===== src/rtl/vga_video_pipe_pkg.sv =====
// Shared definitions for the VGA video pipe: VESA mode presets, default
// widths, the stage-0 flag bundle carried through the latency-matching
// delay line, and small elaboration-time helpers.
package vga_video_pipe_pkg;

  // Default datapath widths and the deepest supported pixel-source latency
  localparam int unsigned DEF_CW    = 1;
  localparam int unsigned DEF_CNT_W = 11;
  localparam int unsigned MAX_LAT   = 4;

  // 640x480 @ 60 Hz (25.175 MHz), negative syncs
  localparam int unsigned M640_H_ACTIVE = 640;
  localparam int unsigned M640_H_FP     = 16;
  localparam int unsigned M640_H_SYNC   = 96;
  localparam int unsigned M640_H_BP     = 48;
  localparam int unsigned M640_V_ACTIVE = 480;
  localparam int unsigned M640_V_FP     = 10;
  localparam int unsigned M640_V_SYNC   = 2;
  localparam int unsigned M640_V_BP     = 33;
  localparam int unsigned M640_HS_POL   = 0;
  localparam int unsigned M640_VS_POL   = 0;

  // 800x600 @ 60 Hz (40 MHz), positive syncs
  localparam int unsigned M800_H_ACTIVE = 800;
  localparam int unsigned M800_H_FP     = 40;
  localparam int unsigned M800_H_SYNC   = 128;
  localparam int unsigned M800_H_BP     = 88;
  localparam int unsigned M800_V_ACTIVE = 600;
  localparam int unsigned M800_V_FP     = 1;
  localparam int unsigned M800_V_SYNC   = 4;
  localparam int unsigned M800_V_BP     = 23;
  localparam int unsigned M800_HS_POL   = 1;
  localparam int unsigned M800_VS_POL   = 1;

  // 1024x768 @ 60 Hz (65 MHz), negative syncs
  localparam int unsigned M1024_H_ACTIVE = 1024;
  localparam int unsigned M1024_H_FP     = 24;
  localparam int unsigned M1024_H_SYNC   = 136;
  localparam int unsigned M1024_H_BP     = 160;
  localparam int unsigned M1024_V_ACTIVE = 768;
  localparam int unsigned M1024_V_FP     = 3;
  localparam int unsigned M1024_V_SYNC   = 6;
  localparam int unsigned M1024_V_BP     = 29;
  localparam int unsigned M1024_HS_POL   = 0;
  localparam int unsigned M1024_VS_POL   = 0;

  // Timing flags generated alongside each request; hs/vs are "inside the
  // sync window", polarity is applied only at the pad register
  typedef struct packed {
    logic hs;
    logic vs;
    logic de;
    logic fs;
    logic ls;
  } vga_flags_t;

  localparam int unsigned FLAGS_W = $bits(vga_flags_t);

  // Clocks per line / lines per frame
  function automatic int unsigned span_total(input int unsigned active,
                                             input int unsigned fp,
                                             input int unsigned sync,
                                             input int unsigned bp);
    return active + fp + sync + bp;
  endfunction

  // True when a counter of width w can hold total-1
  function automatic bit cnt_fits(input int unsigned total, input int unsigned w);
    return (64'(total) - 64'd1) < (64'd1 << w);
  endfunction

endpackage


===== src/rtl/vga_video_pipe_delay_line.sv =====
// vga_delay_line: DEPTH-stage register pipeline with async active-low reset.
// DEPTH=0 degenerates to a wire.
//   clk    : pixel clock
//   rst_n  : asynchronous active-low reset, loads RESET_VAL into every stage
//   d_i    : WIDTH-bit input
//   q_o    : d_i delayed by DEPTH clocks
module vga_delay_line #(
  parameter int unsigned       WIDTH     = 1,
  parameter int unsigned       DEPTH     = 1,
  parameter logic [WIDTH-1:0]  RESET_VAL = '0
) (
  input  logic             clk,
  input  logic             rst_n,
  input  logic [WIDTH-1:0] d_i,
  output logic [WIDTH-1:0] q_o
);

  if (DEPTH == 0) begin : g_pass
    // Clock and reset are idle in the pass-through configuration
    logic unused_clk_rst;
    assign unused_clk_rst = clk ^ rst_n;
    assign q_o = d_i;
  end else begin : g_pipe
    logic [WIDTH-1:0] stage_q [DEPTH];

    // Shift register, stage 0 nearest the input
    always_ff @(posedge clk or negedge rst_n) begin
      if (!rst_n) begin
        for (int i = 0; i < int'(DEPTH); i++) stage_q[i] <= RESET_VAL;
      end else begin
        stage_q[0] <= d_i;
        for (int i = 1; i < int'(DEPTH); i++) stage_q[i] <= stage_q[i-1];
      end
    end

    assign q_o = stage_q[DEPTH-1];
  end

endmodule


===== src/rtl/vga_video_pipe.sv =====
// vga_video_pipe: parametrised VGA raster generator. Issues (x,y) pixel
// requests to a frame source, then delays sync/de/start flags by the source
// latency so returned pixels and syncs reach the pads on the same clock.
//   clk, rst_n           : pixel clock, async active-low reset
//   en                   : timing enable; low parks the raster at (0,0)
//   req_valid/x/y        : registered fetch request for an active pixel
//   pix_r/g/b            : source data, valid LAT clocks after the request
//   red/green/blue       : pad colour, forced to 0 outside the active area
//   hsync/vsync          : pad syncs with HS_POL/VS_POL active level
//   de                   : data enable aligned with colour
//   frame_start          : one-clock pulse with output pixel (0,0)
//   line_start           : one-clock pulse with output pixel x=0 of active lines
module vga_video_pipe
  import vga_video_pipe_pkg::*;
#(
  parameter int unsigned H_ACTIVE = M800_H_ACTIVE,
  parameter int unsigned H_FP     = M800_H_FP,
  parameter int unsigned H_SYNC   = M800_H_SYNC,
  parameter int unsigned H_BP     = M800_H_BP,
  parameter int unsigned V_ACTIVE = M800_V_ACTIVE,
  parameter int unsigned V_FP     = M800_V_FP,
  parameter int unsigned V_SYNC   = M800_V_SYNC,
  parameter int unsigned V_BP     = M800_V_BP,
  parameter int unsigned HS_POL   = M800_HS_POL,
  parameter int unsigned VS_POL   = M800_VS_POL,
  parameter int unsigned CW       = DEF_CW,
  parameter int unsigned LAT      = 1,
  parameter int unsigned CNT_W    = DEF_CNT_W
) (
  input  logic             clk,
  input  logic             rst_n,
  input  logic             en,
  output logic             req_valid,
  output logic [CNT_W-1:0] req_x,
  output logic [CNT_W-1:0] req_y,
  input  logic [CW-1:0]    pix_r,
  input  logic [CW-1:0]    pix_g,
  input  logic [CW-1:0]    pix_b,
  output logic [CW-1:0]    red,
  output logic [CW-1:0]    green,
  output logic [CW-1:0]    blue,
  output logic             hsync,
  output logic             vsync,
  output logic             de,
  output logic             frame_start,
  output logic             line_start
);

  localparam int unsigned H_TOTAL  = span_total(H_ACTIVE, H_FP, H_SYNC, H_BP);
  localparam int unsigned V_TOTAL  = span_total(V_ACTIVE, V_FP, V_SYNC, V_BP);
  localparam int unsigned HS_START = H_ACTIVE + H_FP;
  localparam int unsigned HS_END   = HS_START + H_SYNC;
  localparam int unsigned VS_START = V_ACTIVE + V_FP;
  localparam int unsigned VS_END   = VS_START + V_SYNC;
  localparam logic        HS_ACT   = 1'(HS_POL);
  localparam logic        VS_ACT   = 1'(VS_POL);

  // Parameter sanity, caught at elaboration
  if (LAT > MAX_LAT) begin : g_bad_lat
    $error("vga_video_pipe: LAT=%0d exceeds maximum %0d", LAT, MAX_LAT);
  end
  if (!cnt_fits(H_TOTAL, CNT_W) || !cnt_fits(V_TOTAL, CNT_W)) begin : g_bad_cnt_w
    $error("vga_video_pipe: CNT_W=%0d cannot hold H_TOTAL=%0d / V_TOTAL=%0d",
           CNT_W, H_TOTAL, V_TOTAL);
  end

  logic [CNT_W-1:0] hcnt_q, hcnt_d;
  logic [CNT_W-1:0] vcnt_q, vcnt_d;
  logic             active_c, hs_c, vs_c;

  logic             req_valid_q, req_valid_d;
  logic [CNT_W-1:0] req_x_q, req_x_d;
  logic [CNT_W-1:0] req_y_q, req_y_d;
  vga_flags_t       flags0_q, flags0_d;
  vga_flags_t       flags_lat;

  logic [CW-1:0]    red_q, red_d;
  logic [CW-1:0]    green_q, green_d;
  logic [CW-1:0]    blue_q, blue_d;
  logic             hsync_q, hsync_d;
  logic             vsync_q, vsync_d;
  logic             de_q, de_d;
  logic             fs_q, fs_d;
  logic             ls_q, ls_d;

  // Region decode of the current raster position (compared at 32 bits so
  // window ends equal to the total never need to fit in CNT_W)
  always_comb begin
    active_c = (32'(hcnt_q) < H_ACTIVE) && (32'(vcnt_q) < V_ACTIVE);
    hs_c     = (32'(hcnt_q) >= HS_START) && (32'(hcnt_q) < HS_END);
    vs_c     = (32'(vcnt_q) >= VS_START) && (32'(vcnt_q) < VS_END);
  end

  // Raster counters; explicit wrap compares, never modular overflow
  always_comb begin
    hcnt_d = hcnt_q;
    vcnt_d = vcnt_q;
    if (!en) begin
      hcnt_d = '0;
      vcnt_d = '0;
    end else if (32'(hcnt_q) == H_TOTAL - 1) begin
      hcnt_d = '0;
      if (32'(vcnt_q) == V_TOTAL - 1) vcnt_d = '0;
      else                            vcnt_d = vcnt_q + CNT_W'(1);
    end else begin
      hcnt_d = hcnt_q + CNT_W'(1);
    end
  end

  // Stage 0: request plus the timing flags that travel with it
  always_comb begin
    req_valid_d = 1'b0;
    req_x_d     = '0;
    req_y_d     = '0;
    flags0_d    = '0;
    if (en) begin
      req_valid_d = active_c;
      if (active_c) begin
        req_x_d = hcnt_q;
        req_y_d = vcnt_q;
      end
      flags0_d.hs = hs_c;
      flags0_d.vs = vs_c;
      flags0_d.de = active_c;
      flags0_d.fs = active_c && (hcnt_q == '0) && (vcnt_q == '0);
      flags0_d.ls = active_c && (hcnt_q == '0);
    end
  end

  always_ff @(posedge clk or negedge rst_n) begin
    if (!rst_n) begin
      hcnt_q      <= '0;
      vcnt_q      <= '0;
      req_valid_q <= 1'b0;
      req_x_q     <= '0;
      req_y_q     <= '0;
      flags0_q    <= '0;
    end else begin
      hcnt_q      <= hcnt_d;
      vcnt_q      <= vcnt_d;
      req_valid_q <= req_valid_d;
      req_x_q     <= req_x_d;
      req_y_q     <= req_y_d;
      flags0_q    <= flags0_d;
    end
  end

  // Match the flags to the pixel-source latency
  vga_delay_line #(
    .WIDTH     (FLAGS_W),
    .DEPTH     (LAT),
    .RESET_VAL ('0)
  ) u_flag_dly (
    .clk   (clk),
    .rst_n (rst_n),
    .d_i   (flags0_q),
    .q_o   (flags_lat)
  );

  // Pad register: blank colour outside the active area, apply sync polarity
  always_comb begin
    red_d   = '0;
    green_d = '0;
    blue_d  = '0;
    if (flags_lat.de) begin
      red_d   = pix_r;
      green_d = pix_g;
      blue_d  = pix_b;
    end
    hsync_d = flags_lat.hs ? HS_ACT : ~HS_ACT;
    vsync_d = flags_lat.vs ? VS_ACT : ~VS_ACT;
    de_d    = flags_lat.de;
    fs_d    = flags_lat.fs;
    ls_d    = flags_lat.ls;
  end

  always_ff @(posedge clk or negedge rst_n) begin
    if (!rst_n) begin
      red_q   <= '0;
      green_q <= '0;
      blue_q  <= '0;
      hsync_q <= ~HS_ACT;
      vsync_q <= ~VS_ACT;
      de_q    <= 1'b0;
      fs_q    <= 1'b0;
      ls_q    <= 1'b0;
    end else begin
      red_q   <= red_d;
      green_q <= green_d;
      blue_q  <= blue_d;
      hsync_q <= hsync_d;
      vsync_q <= vsync_d;
      de_q    <= de_d;
      fs_q    <= fs_d;
      ls_q    <= ls_d;
    end
  end

  assign req_valid   = req_valid_q;
  assign req_x       = req_x_q;
  assign req_y       = req_y_q;
  assign red         = red_q;
  assign green       = green_q;
  assign blue        = blue_q;
  assign hsync       = hsync_q;
  assign vsync       = vsync_q;
  assign de          = de_q;
  assign frame_start = fs_q;
  assign line_start  = ls_q;

endmodule


===== config.mk =====
export PLATFORM = sky130hd
export DESIGN_NAME = vga_video_pipe
export DESIGN_NICKNAME = d
export VERILOG_FILES = /design/src/rtl/vga_video_pipe_pkg.sv /design/src/rtl/vga_video_pipe_delay_line.sv /design/src/rtl/vga_video_pipe.sv
export SDC_FILE = /design/constraint.sdc
export NUM_CORES = 1
export LEC_CHECK = 0
export ABC_AREA = 1
export CORE_ASPECT_RATIO = 0.6
export CORE_MARGIN = 10
export CORE_UTILIZATION = 40
export CTS_CLUSTER_SIZE = 14
export DETAILED_ROUTE_END_ITERATION = 10
export GPL_TIMING_DRIVEN = 0
export PLACE_DENSITY_LB_ADDON = 0.12
export SLEW_MARGIN = 30
export SYNTH_ARGS = -nofsm -noshare
export SYNTH_HDL_FRONTEND = slang
export SYNTH_SLANG_ARGS = --single-unit

===== constraint.sdc =====
create_clock -name clk -period 2.25 [get_ports clk]
set_input_delay 0.225 -clock clk [delete_from_list [all_inputs] [get_ports clk]]
set_output_delay 0.225 -clock clk [all_outputs]
set_load 0.01 [all_outputs]

==> impl_metrics.tcl, run 1 <==
set metrics [dict create \
    synth_simple_gate_area_share_pct 30.9 \
    fin_crit_ns 1.73 \
    async_flop_share_pct 100 \
    drc_errors 0 \
    fin_skew_ns 0.00766 \
    placedCellCount 445 \
    rsz0062_at_grt "false" \
    cts_root_buffer "clkbuf_16" \
    yosys-top-cells-count "dfrtp_1, nand2_1, nor2_1, inv_1, nand3_1" \
    p_int_mw 2.20 \
    place.gp.congestion 0.938 \
    synth_xor_xnor_area_share_pct 0.613 \
    antenna_cells 0 \
    setup_tns_ns 0 \
    pwr-share-comb_pct 4.5 \
    worst_slew_pin_slew_ns 0.509 \
    startpoint_type "flop" \
    netlist.area_leader.share_pct 54.3 \
    grt_pass1_wl_um 11300 \
    path_clk_slew_ns 0.05 \
    power_frac_clock_pct 54.3 \
    critPathTopFamily "simple AND/OR/NAND/NOR gates" \
    drive_gt1_share_pct 14.1 \
    final_util_pct 54.1 \
    setup.worst_path.end_class "flop" \
    outcome "finished clean" \
    drt_iter0_markers 240 \
    power_leakage_nw 1.76 \
    io_pins 37 \
    die_area_mm2 0.0110 \
    ys_seq_area_share_pct 54.3 \
    nets 381 \
    via_count 2239 \
    wl_um 6760 \
    final_cells 462 \
    num_rows 23 \
    fin_ws_ns 0.515 \
    final_area_mm2 0.00369 \
    grt_remaining_overflow 0 \
    drv_slew 0 \
    crit_type "flop to flop" \
    antenna_found_initial 0 \
    synth_area_leader_cell "dfrtp_1" \
    post-place-ws_ns 0.528 \
    synth_edf_count 0 \
    yosysUniqueCellTypes 28 \
    synthesis.area_mm2 0.00286 \
    holdWs_ns 0.292 \
    placed_area_mm2 0.00335 \
    avgSynthCellArea_um2 8.91 \
    crit_required_ns 2.46 \
    cts_hold_buf 1 \
    grt_pass1_vias 2145 \
    holdCritPathClass "primary input to flop" \
    ir_worst_vdd_mv 0.313 \
    start_util_pct 41.9 \
    synth_top_family_by_area "simple AND/OR/NAND/NOR gates" \
    setup_viol 0 \
    hpwl_um 4980 \
    die_x_um 129 \
    seq_power_share_pct 41.2 \
    ys.flop_type "dfrtp_1" \
    crit_chain "ha_1 -> nand2_1 -> nor2_2 -> nand3_2 -> nor2_4 -> nor2_4 -> buf_6 -> nand2_1 -> nand2_1" \
    crit_fanout 10 \
    p_total_mw 2.80 \
    cts.htree.levels 3 \
    syn_to_final_growth_pct 29.1 \
    post_cts_resized 0 \
    numCtsBuffers 9 \
    clock_sinks 62 \
    max_freq_ghz 0.576 \
    port_buffers 35 \
    clockBufferDepth 2 \
    swShare_pct 21.3 \
    synthMuxAreaShare_pct 0 \
    yosysWarnings 0 \
    synth-compound-area-share_pct 3.46 \
    wl_per_cell_um 14.6 \
    vias_per_cell 4.85 \
    hold_viol 0 \
    cp_num_buf_inv 1 \
    synth_seq_cells 62 \
    die_h_um 85.5 \
    finalCritPeriodShare_pct 77.1 \
    maxSlewHeadroom_pct 66.0 \
    post-cts-setup-buffers 0 \
    cpMaxStageDelayCell "dfrtp_1" \
    arrival_ns 1.95 \
    p_sw_uw 596 \
    clock_latency_ns 0.33 \
    ant_nets 0 \
    grt_max_degree 47 \
    power_density_mw_per_mm2 758 \
    grtUsageTotal_pct 13.1 \
    fill_cells 619 \
    critPathMaxStageDelay_ns 0.38 \
    syn_inst 321 \
    synthAdderAreaFrac_pct 2.19 \
    dr.pass1.iters 4 \
    cap_violations 0 \
    synthTopCellsByArea "dfrtp_1, nand2_1, nor2_1" \
    cts_tree "yes" \
    cpMostUsedCell "nand2_1" \
    core_region_area_mm2 0.00682 \
]
registers in the layout, indices dropped and copies added (netlist names), 5 cells and up:
| register | count |
|---|---|
| hcnt_q | 11 |
| req_y | 11 |
| flags0_q | 5 |
| req_x | 11 |
| u_flag_dly.q_o | 5 |
| vcnt_q | 11 |
cell families after synthesis:
logic type	count (synthesis)
compound gates	19
xor+xnor	2
fa+ha+maj	5
buf+inv	51
flops	62
other cells	1
simple gates	181
area by class of cell:
| type | instances | area [um^2] | share of cell area [%] |
|---|---|---|---|
| clock inverter | 6 | 93.8 | 2.54 |
| timing repair buffer | 37 | 385 | 10.4 |
| clock buffer | 10 | 239 | 6.48 |
| buffer | 12 | 96.3 | 2.61 |
| sequential | 62 | 1550 | 42.0 |
| tap | 87 | 109 | 2.95 |
| multi-input combinational | 209 | 1070 | 29.0 |
| inverter | 39 | 146 | 3.97 |
cell usage in the layout (no fill, tap or decap), drive strengths merged:
| cell type | netlist | layout |
|---|---|---|
| nand2 | 64 | 64 |
| dfrtp | 62 | 62 |
| nor2 | 47 | 47 |
| inv | 39 | 40 |
| clkdlybuf4s50 | 0 | 34 |
| nand3 | 29 | 29 |
| nor3 | 28 | 28 |
| o21ai | 13 | 13 |
| buf | 11 | 13 |
| clkbuf | 1 | 11 |
| nand4 | 9 | 9 |
| a21oi | 5 | 5 |
| ha | 5 | 5 |
| xor2 | 2 | 2 |
| clkinv | 0 | 2 |
| bufinv | 0 | 2 |
| conb | 1 | 2 |
| nand3b | 2 | 2 |
| and3 | 1 | 1 |
| nor3b | 1 | 1 |
| a41oi | 1 | 1 |
| clkinvlp | 0 | 1 |
| dlygate4sd3 | 0 | 1 |
worst register-to-register path: cells and delay by family (launching register included):
family	cells	cell delay, ns
flops	1	0.38
fa+ha+maj	1	0.28
buf+inv	1	0.15
simple gates	7	0.80
power by group through the flow:
| stage | Clock [mW] | Sequential [mW] | Combinational, mW |
|---|---|---|---|
| after global routing | 1.60 | 1.15 | 0.141 |
| final | 1.52 | 1.15 | 0.125 |
| after detailed placement | 0 | 1.17 | 0.127 |
| after CTS | 1.55 | 1.15 | 0.130 |
| after floorplan | 0 | 1.18 | 0.0453 |
| after global placement | 0 | 1.17 | 0.120 |
worst paths after layout:
path / slack [ns] / startpoint / to / depth (start not counted)
max in group asynchronous: 1.45 / rst_n / vcnt_q[10] / 3
min reg2reg: 0.35 / u_flag_dly.q_o[0] / line_start / 0
max reg2reg: 0.52 / hcnt_q[0] / vcnt_q[6] / 9
min: 0.29 / en / vcnt_q[4] / 3
min in group asynchronous: 0.31 / rst_n / req_y[6] / 2
max: 0.52 / hcnt_q[0] / vcnt_q[6] / 9
routing by layer:
metal / up-vias / GRT usage, % / share of wire, %
met1: 1006 / 18.5 / 51
met5: - / 0 / 0
met4: 0 / 4.62 / 1.0
li1: 1133 / - / -
met2: 95 / 16.5 / 38
met3: 5 / 6.15 / 11
No activity file was read; power rests on OpenSTA's default activity.
==> run 2: changes to the inputs <==
clock period = 1.8 ns   (was 2.25 ns; I/O delays follow)
==> run 2 against run 1 <==
Via count rose by 0.36%. Wire length decreased by 0.31%. Sequential power is 25% higher.
==> impl_metrics.tcl, run 2 (synthesized netlist as in run 1, its figures left out) <==
set metrics [dict create \
    die_h_um 85.5 \
    path_clk_slew_ns 0.05 \
    reg2reg_depth 9 \
    p_total_mw 3.49 \
    pwr-share-comb_pct 4.5 \
    cts_root_buffer "clkbuf_16" \
    post-place-ws_ns 0.0782 \
    fin_ws_ns 0.140 \
    placedCellCount 445 \
    core_region_area_mm2 0.00682 \
    crit_fanout 10 \
    cp_num_buf_inv 1 \
    drt_iter0_markers 252 \
    hold_depth 3 \
    cts_tree "yes" \
    io_pins 37 \
    crit_type "flop to flop" \
    outcome "finished clean" \
    die_x_um 129 \
    final_cells 462 \
    startpoint_type "flop" \
    grt_pass1_wl_um 11300 \
    clock_sinks 62 \
    start_util_pct 41.9 \
    maxSlewHeadroom_pct 66.2 \
    wl_per_cell_um 14.6 \
    hold_viol 0 \
    wl_um 6740 \
    finalCritPeriodShare_pct 92.2 \
    clock_latency_ns 0.33 \
    worst_slew_pin_slew_ns 0.507 \
    antenna_cells 0 \
    place.gp.congestion 0.938 \
    p_int_mw 2.75 \
    grt_remaining_overflow 0 \
    max_freq_ghz 0.602 \
    p_sw_uw 744 \
    grt_pass1_vias 2145 \
    via_count 2247 \
    hpwl_um 4980 \
    cts.htree.levels 3 \
    drc_errors 0 \
    dr.pass1.iters 4 \
    seq_power_share_pct 41.2 \
    cpMaxStageDelayCell "dfrtp_1" \
    grtUsageTotal_pct 13.1 \
    num_rows 23 \
    path_depth 9 \
    power_frac_clock_pct 54.3 \
    swShare_pct 21.3 \
    rsz0062_at_grt "false" \
    numCtsBuffers 9 \
    grt_max_degree 47 \
    clockBufferDepth 2 \
    critPathMaxStageDelay_ns 0.39 \
    holdCritPathClass "primary input to flop" \
    critPathTopFamily "simple AND/OR/NAND/NOR gates" \
    fin_crit_ns 1.66 \
    port_buffers 35 \
    crit_required_ns 2.01 \
    syn_to_final_growth_pct 29.3 \
    setup_viol 0 \
    drive_gt1_share_pct 14.4 \
    die_area_mm2 0.0110 \
    drv_slew 0 \
    antenna_found_initial 0 \
    cap_violations 0 \
    vias_per_cell 4.86 \
    power_density_mw_per_mm2 945 \
    layout_common_cells "nand2_1, dfrtp_1, nor2_1" \
    power_leakage_nw 1.76 \
    setup.worst_path.end_class "flop" \
    ir_worst_vdd_mv 0.390 \
    arrival_ns 1.87 \
    crit_chain "ha_2 -> nand2_1 -> nor2_4 -> nand3_2 -> nor2_4 -> nor2_4 -> buf_6 -> nand2_1 -> nand2_1" \
    fin_skew_ns 0.00675 \
    nets 381 \
    ant_nets 0 \
]
-- run 2: cell types whose count changed in the layout (fill, tap and decap cells not counted) --
cell / previous run / this run
ha_1: 5 / 4
ha_2: 0 / 1
nor2_2: 3 / 2
nor2_4: 2 / 3
-- run 2: final timing paths --
kind                                   start         end  slack, ns
max                                hcnt_q[0]   vcnt_q[6]       0.14
min                                       en   vcnt_q[4]       0.25
max reg2reg                        hcnt_q[0]   vcnt_q[6]       0.14
min reg2reg                u_flag_dly.q_o[0]  line_start       0.35
max in group asynchronous              rst_n   vcnt_q[4]       1.05
min in group asynchronous              rst_n    req_y[6]       0.26
-- run 2: worst register-to-register path, stage by stage (launching register included) --
cell and delay (ns):
dfrtp_1 0.39, ha_2 0.25, nand2_1 0.12, nor2_4 0.15
nand3_2 0.10, nor2_4 0.18, nor2_4 0.09, buf_6 0.15
nand2_1 0.06, nand2_1 0.06
-- run 2: power by group through the flow --
| stage | clock (mW) | sequential (mW) | combinational, mW |
|---|---|---|---|
| after floorplan | 0 | 1.47 | 0.0566 |
| after global placement | 0 | 1.46 | 0.150 |
| after detailed placement | 0 | 1.46 | 0.159 |
| after CTS | 1.94 | 1.44 | 0.162 |
| after global routing | 2.00 | 1.44 | 0.177 |
| final | 1.90 | 1.44 | 0.156 |
-- run 2: layout make-up --
type	instances	area [um^2]
repair buffers	37	385
inverters	39	146
flip-flops and latches	62	1550
fillers	618	3120
clock inverters	6	93.8
multi-input cells	209	1080
clock buffers	10	239
plain buffers	12	96.3
well taps	87	109
-- run 2: stage by stage --
| stage | instance area [um^2] | hold slack (ns) | util [%] | setup TNS [ns] |
|---|---|---|---|---|
| CTS | 3690 | 0.244 | 54.1 | 0 |
| finish | 3700 | 0.250 | 54.2 | 0 |
| global route | 3700 | 0.268 | 54.2 | 0 |
| detailed placement | 3350 | 0.0625 | 49.1 | 0 |
| floorplan | 2860 | -0.116 | - | 0 |
| global placement | 3320 | 0.334 | 48.7 | -87.91 |
-- run 2: what timing repair did --
| item | 4_1_cts | 5_1_grt |
|---|---|---|
| endpoints found under the hold margin | 16 | 0 |
| buffers inserted | 0 | 0 |
| gates resized for setup | 0 | 2 |
| hold buffers | 1 | 0 |
| endpoints found under the setup margin | 0 | 10 |
-- run 2: layer usage --
| metal | part of all wire [%] | global-route usage [%] | vias to the layer above | routed length [um] |
|---|---|---|---|---|
| met5 | 0 | 0 | - | 0 |
| met4 | 1.0 | 4.62 | 0 | 69 |
| met3 | 13 | 6.15 | 5 | 850 |
| met2 | 38 | 16.5 | 102 | 2530 |
| met1 | 49 | 18.5 | 1009 | 3280 |
| li1 | - | - | 1131 | - |
